==> config.mk <==
export PLATFORM = sky130hd
export DESIGN_NAME = mips_muldiv_unit
export DESIGN_NICKNAME = d
export VERILOG_FILES = /design/src/rtl/mips_muldiv_unit.sv
export SDC_FILE = /design/constraint.sdc
export NUM_CORES = 1
export LEC_CHECK = 0
export CELL_PAD_IN_SITES_DETAIL_PLACEMENT = 1
export CELL_PAD_IN_SITES_GLOBAL_PLACEMENT = 1
export CORE_MARGIN = 2
export CORE_UTILIZATION = 51
export CTS_BUF_LIST = sky130_fd_sc_hd__clkbuf_2
export DETAILED_ROUTE_END_ITERATION = 6
export PLACE_DENSITY = 0.95
export SLEW_MARGIN = 20
export SYNTH_ARGS = -nofsm -noshare
export SYNTH_HDL_FRONTEND = slang
export SYNTH_SLANG_ARGS = --single-unit
==> constraint.sdc <==
create_clock -name clk -period 14.6 [get_ports clk]
set_clock_uncertainty 0.2 [all_clocks]
set_input_delay 1.46 -clock clk [delete_from_list [all_inputs] [get_ports clk]]
set_output_delay 1.46 -clock clk [all_outputs]
set_load 0.02 [all_outputs]
==> src/rtl/mips_muldiv_unit.sv <==
// Iterative MIPS multiply/divide unit owning HI/LO: shift-add MULT/MULTU, restoring DIV/DIVU, 1-cycle MTHI/MTLO.
// Optional build macro MULDIV_EARLY_OUT_EN: finish a multiply as soon as the remaining multiplier is zero.
module mips_muldiv_unit #(
    parameter int WIDTH          = 32,
    parameter int BITS_PER_CYCLE = 1
) (
    input  logic             clk,
    input  logic             reset_n,
    input  logic             clock_enable,
    input  logic             start,
    input  logic [2:0]       op,
    input  logic [WIDTH-1:0] op_a,
    input  logic [WIDTH-1:0] op_b,
    input  logic             abort,
    output logic             busy,
    output logic             done,
    output logic [WIDTH-1:0] hi,
    output logic [WIDTH-1:0] lo
);

    localparam int K  = WIDTH / BITS_PER_CYCLE;
    localparam int CW = $clog2(K) + 1;
    localparam logic [WIDTH-1:0]   ONE_W  = WIDTH'(1);
    localparam logic [2*WIDTH-1:0] ONE_2W = (2*WIDTH)'(1);

    typedef enum logic [1:0] {S_IDLE, S_MUL, S_DIV, S_FIX} state_t;

    state_t              state;
    logic [CW-1:0]       cnt;
    logic                is_mul, neg_hi, neg_lo;
    logic [2*WIDTH-1:0]  acc, mcand;
    logic [WIDTH-1:0]    mplier;

    logic [2*WIDTH-1:0]  mul_next, div_next, prod_fix;
    logic [WIDTH-1:0]    mplier_next, hi_fix, lo_fix;
    logic                last_iter, mul_last, a_neg, b_neg, accept;

    function automatic logic [WIDTH-1:0] neg_w(input logic [WIDTH-1:0] v);
        return ~v + ONE_W;
    endfunction

    function automatic logic [2*WIDTH-1:0] neg_2w(input logic [2*WIDTH-1:0] v);
        return ~v + ONE_2W;
    endfunction

    function automatic logic [WIDTH-1:0] magnitude(input logic [WIDTH-1:0] v, input logic sgn);
        return sgn ? neg_w(v) : v;
    endfunction

    function automatic logic [2*WIDTH-1:0] mul_step(input logic [2*WIDTH-1:0] a,
                                                    input logic [2*WIDTH-1:0] mc,
                                                    input logic [WIDTH-1:0]   mp);
        logic [2*WIDTH-1:0] s;
        s = a;
        for (int i = 0; i < BITS_PER_CYCLE; i++)
            if (mp[i]) s = s + (mc << i);
        return s;
    endfunction

    // {rem, quo} packed in one word; quo shifts the dividend out as quotient bits shift in
    function automatic logic [2*WIDTH-1:0] div_step(input logic [2*WIDTH-1:0] rq,
                                                    input logic [WIDTH-1:0]   dvs);
        logic [WIDTH:0]   r;
        logic [WIDTH-1:0] rem, quo;
        rem = rq[2*WIDTH-1:WIDTH];
        quo = rq[WIDTH-1:0];
        for (int i = 0; i < BITS_PER_CYCLE; i++) begin
            r   = {rem, quo[WIDTH-1]};
            quo = {quo[WIDTH-2:0], 1'b0};
            if (r >= {1'b0, dvs}) begin
                r      = r - {1'b0, dvs};
                quo[0] = 1'b1;
            end
            rem = r[WIDTH-1:0];
        end
        return {rem, quo};
    endfunction

    always_comb begin
        a_neg       = ~op[0] & op_a[WIDTH-1];
        b_neg       = ~op[0] & op_b[WIDTH-1];
        accept      = start & ~abort & (state == S_IDLE);
        mul_next    = mul_step(acc, mcand, mplier);
        div_next    = div_step(acc, mcand[WIDTH-1:0]);
        mplier_next = mplier >> BITS_PER_CYCLE;
        last_iter   = (cnt == CW'(K - 1));
`ifdef MULDIV_EARLY_OUT_EN
        mul_last    = last_iter || (mplier_next == '0);
`else
        mul_last    = last_iter;
`endif
        prod_fix    = neg_lo ? neg_2w(acc) : acc;
        hi_fix      = neg_hi ? neg_w(acc[2*WIDTH-1:WIDTH]) : acc[2*WIDTH-1:WIDTH];
        lo_fix      = neg_lo ? neg_w(acc[WIDTH-1:0]) : acc[WIDTH-1:0];
        if (is_mul) begin
            hi_fix = prod_fix[2*WIDTH-1:WIDTH];
            lo_fix = prod_fix[WIDTH-1:0];
        end
    end

    assign busy = (state != S_IDLE);

    // control and architectural state
    always_ff @(posedge clk or negedge reset_n) begin
        if (!reset_n) begin
            state  <= S_IDLE;
            cnt    <= '0;
            done   <= 1'b0;
            hi     <= '0;
            lo     <= '0;
            is_mul <= 1'b0;
            neg_hi <= 1'b0;
            neg_lo <= 1'b0;
        end else if (clock_enable) begin
            done <= 1'b0;
            case (state)
                S_IDLE: if (accept) begin
                    cnt <= '0;
                    if (op[2]) begin
                        if (!op[1] && !op[0]) hi <= op_a;
                        if (!op[1] &&  op[0]) lo <= op_a;
                    end else if (!op[1]) begin
                        state  <= S_MUL;
                        is_mul <= 1'b1;
                        neg_hi <= 1'b0;
                        neg_lo <= a_neg ^ b_neg;
                    end else begin
                        is_mul <= 1'b0;
                        if (op_b == '0) begin
                            state  <= S_FIX;
                            neg_hi <= 1'b0;
                            neg_lo <= 1'b0;
                        end else begin
                            state  <= S_DIV;
                            neg_hi <= a_neg;
                            neg_lo <= a_neg ^ b_neg;
                        end
                    end
                end
                S_MUL: if (abort) state <= S_IDLE;
                       else begin
                           cnt <= cnt + CW'(1);
                           if (mul_last) state <= S_FIX;
                       end
                S_DIV: if (abort) state <= S_IDLE;
                       else begin
                           cnt <= cnt + CW'(1);
                           if (last_iter) state <= S_FIX;
                       end
                default: begin
                    state <= S_IDLE;
                    if (!abort) begin
                        hi   <= hi_fix;
                        lo   <= lo_fix;
                        done <= 1'b1;
                    end
                end
            endcase
        end
    end

    // datapath registers carry no reset; they are always loaded on accept
    always_ff @(posedge clk) begin
        if (clock_enable) begin
            if (accept && !op[2]) begin
                if (!op[1]) begin
                    acc    <= '0;
                    mcand  <= {{WIDTH{1'b0}}, magnitude(op_a, a_neg)};
                    mplier <= magnitude(op_b, b_neg);
                end else begin
                    acc    <= (op_b == '0) ? {op_a, {WIDTH{1'b1}}}
                                           : {{WIDTH{1'b0}}, magnitude(op_a, a_neg)};
                    mcand  <= {{WIDTH{1'b0}}, magnitude(op_b, b_neg)};
                end
            end else if (state == S_MUL) begin
                acc    <= mul_next;
                mcand  <= mcand << BITS_PER_CYCLE;
                mplier <= mplier_next;
            end else if (state == S_DIV) begin
                acc    <= div_next;
            end
        end
    end

endmodule

==> flow_metrics.py <==
metrics = {
    "logic_synthesis": {
        "ys_seq_area_frac": 0.3448,
        "synth_edf_count": 160,
        "synth_top_area_frac": 0.2470,
        "ys_async_sr_fraction": 0.3220,
        "syn_inst": 2313,
        "yosysUniqueCellTypes": 72,
        "syn_area_per_cell_um2": 8.410,
        "yosys-top-cells-area": "edfxtp_1 25%, dfrtp_1 9.8%, ha_1 6.8%",
        "netlist_area_mm2": 0.01945,
        "synth_top_area_cell": "edfxtp_1",
        "ys_ff_latch": 236,
        "yosysWarnings": 0,
        "synth_ff_type": "edfxtp_1",
        "syn-num-nets": 2492,
    },
    "drt": {
        "vias": 20050,
        "routed_via_density": 6.730,
        "routed_wl_um": 81010,
        "drt-wirelength-per-cell_um": 27.19,
        "drt_iter0_drc": 2375,
        "dr.pass1.iters": 7,
        "postRouteAntennaNets": 0,
        "route.detailed.drc": 4,
    },
    "final_layout": {
        "layout_commonest_cell": "nand2_1",
        "fillCellCount": 4523,
        "nets": 2597,
        "final_cell_mix": "283 x nand2_1, 257 x o21ai_0, 191 x a21oi_1",
        "syn_to_final_growth_pct": 12.33,
        "drive_gt1_frac": 0.06531,
    },
    "cts": {
        "cts_resized": 0,
        "htreeDepth": 3,
        "postCtsHoldBufs": 0,
        "numCtsBuffers": 70,
        "cts-root-buf": "clkbuf_2",
        "cts.path.max_buffers": 3,
        "cts_tree": "built",
        "cts.clk_slew.worst_paths_ns": 0.11,
        "clk_latency_ns": 1.05,
        "clock-sinks": 236,
        "postCtsSetupBuffers": 0,
    },
    "worst_setup_path": {
        "path_class": "flop to flop",
        "arrival_ns": 5.95,
        "crit_required_ns": 15.14,
        "start_kind": "flop",
        "end_kind": "flop",
        "reg2regPathDepth": 12,
        "cp_max_fo": 6,
    },
    "worst_hold_path": {
        "hp-class": "flop to flop",
        "min_path_cells": 2,
    },
    "sta": {
        "max_freq_mhz": 184.8,
        "min_period_ns": 5.412,
        "max_slew_margin": 0.1916,
        "worst_slew_pin_slew_ns": 1.182,
        "setup_viol": 0,
        "finalSetupTns_ns": 0,
        "finalHoldViolCount": 0,
        "drv_slew": 0,
        "rsz0062_at_grt": "false",
        "fin_crit_sh": 0.3707,
    },
    "pwr": {
        "power.switching_mw": 2.341,
        "switching_share": 0.5094,
        "p_total_mw": 4.596,
        "power.leakage_nw": 8.738,
        "p_comb_frac": 0.600,
        "p_int_mw": 2.255,
        "pwr-share-seq": 0.280,
        "pwr_density_cell_mw_per_mm2": 210.3,
        "ir_worst_vdd_uv": 104.7,
        "clkPwrFrac": 0.120,
    },
    "run": {
        "maxCapViolCount": 0,
    },
    "grt": {
        "grt_pass1_vias": 20110,
        "grt_pass1_wl_um": 120600,
        "track_usage": 0.4058,
        "antenna_found_initial": 2,
        "gr-total-overflow": 0,
        "grt_max_degree": 96,
    },
    "run_status": {
        "status": "finished, violations left",
        "violations": "DRC",
    },
    "die": {
        "core_region_area_mm2": 0.03758,
        "die_w_um": 199.3,
        "fp-row-count": 71,
        "fp.dieH_um": 199.3,
        "io_pins": 138,
        "die_area_mm2": 0.03972,
        "initial_core_util": 0.5177,
    },
    "placement": {
        "hpwl_um": 60710,
        "port_buffers": 137,
        "globalplace.congestion": 1.035,
    },
}
-- routing by layer --
layer	vias up	global-route usage	part of all wire
li1	8713	-	-
met1	9775	0.5193	0.38
met2	1262	0.6149	0.43
met3	304	0.1183	0.12
met4	0	0.2253	0.062
met5	-	0	0
-- power by group through the flow --
stage	sequential, mW	clock, mW	combinational (mW)
floorplan	1.25	0	1.72
global placement	1.26	0	2.52
detailed placement	1.28	0	2.66
CTS	1.26	0.550	2.69
global route	1.29	0.581	2.96
finish	1.29	0.551	2.76
-- metrics by stage --
step	std cells	worst slack [ns]	utilization	area, µm²	hold WS (ns)
2_1_floorplan	2313	6.949	-	19450	0.2906
3_3_place_gp	2857	9.287	0.5644	21210	0.2602
3_5_place_dp	2857	9.089	0.5644	21210	0.2667
4_1_cts	2976	9.248	0.5812	21840	0.2875
5_1_grt	2978	9.062	0.5814	21850	0.3007
6_report	2980	9.188	0.5815	21850	0.2818
-- cell type report --
class | count | area [µm²] | area share
antenna | 4 | 10.01 | 0.0004581
clock buffer | 99 | 495.5 | 0.02268
sequential | 236 | 6706 | 0.3069
clock inverter | 20 | 137.6 | 0.006299
timing repair buffer | 160 | 1536 | 0.07032
inverter | 73 | 274.0 | 0.01254
multi-input combinational | 1877 | 12050 | 0.5515
tap | 511 | 639.4 | 0.02926
-- worst max-delay path, cell delays in order, from the launching register on --
cell and delay (ns):
edfxtp_1 0.49, ha_1 0.26, fa_1 0.24, a21o_1 0.18
a311o_1 0.28, nand3_1 0.35, a211o_1 0.41, a311oi_1 0.70
o2111ai_1 0.32, a2111oi_0 1.10, o31ai_1 0.29, xor2_1 0.20
o211ai_1 0.10
-- worst paths after layout --
| check | startpoint | to | slack (ns) |
|---|---|---|---|
| worst max-delay path | acc[0] | acc[62] | 9.19 |
| worst min-delay path | lo[22] | lo[22] | 0.28 |
| worst max register to register | acc[0] | acc[62] | 9.19 |
| worst min register to register | lo[22] | lo[22] | 0.28 |
| max in group asynchronous | reset_n | hi[19] | 13.09 |
| min in group asynchronous | reset_n | lo[5] | 0.37 |
-- kinds of logic after synthesis --
group           after synthesis  share of synthesized area
fa+ha+maj                   107                    0.06960
simple gates                721                     0.1725
compound gates              777                     0.2476
xor+xnor                    205                    0.09230
flops                       236                     0.3448
buf+inv                     200                    0.03866
mux                          67                    0.03460
-- cell usage after synthesis, types with 26 or more instances --
library cell and n:
nand2_1 283, o21ai_0 257, a21oi_1 191, nor2_1 177
edfxtp_1 160, xnor2_1 119, clkbuf_1 110, ha_1 105
xor2_1 86, dfrtp_1 76, inv_1 71, mux2i_1 65
a21o_1 63, o211ai_1 55, o31ai_1 47, and2_1 45
nand3_1 30, nand4_1 27, nor3_1 26, or3_1 26
-- registers in the layout (all words and copies together) (netlist names) --
name	cells
acc	64
cnt	6
done	1
hi	32
is_mul	1
lo	32
mcand	64
mplier	32
neg_hi	1
neg_lo	1
state	2
Power figures use the tool's default switching activity.
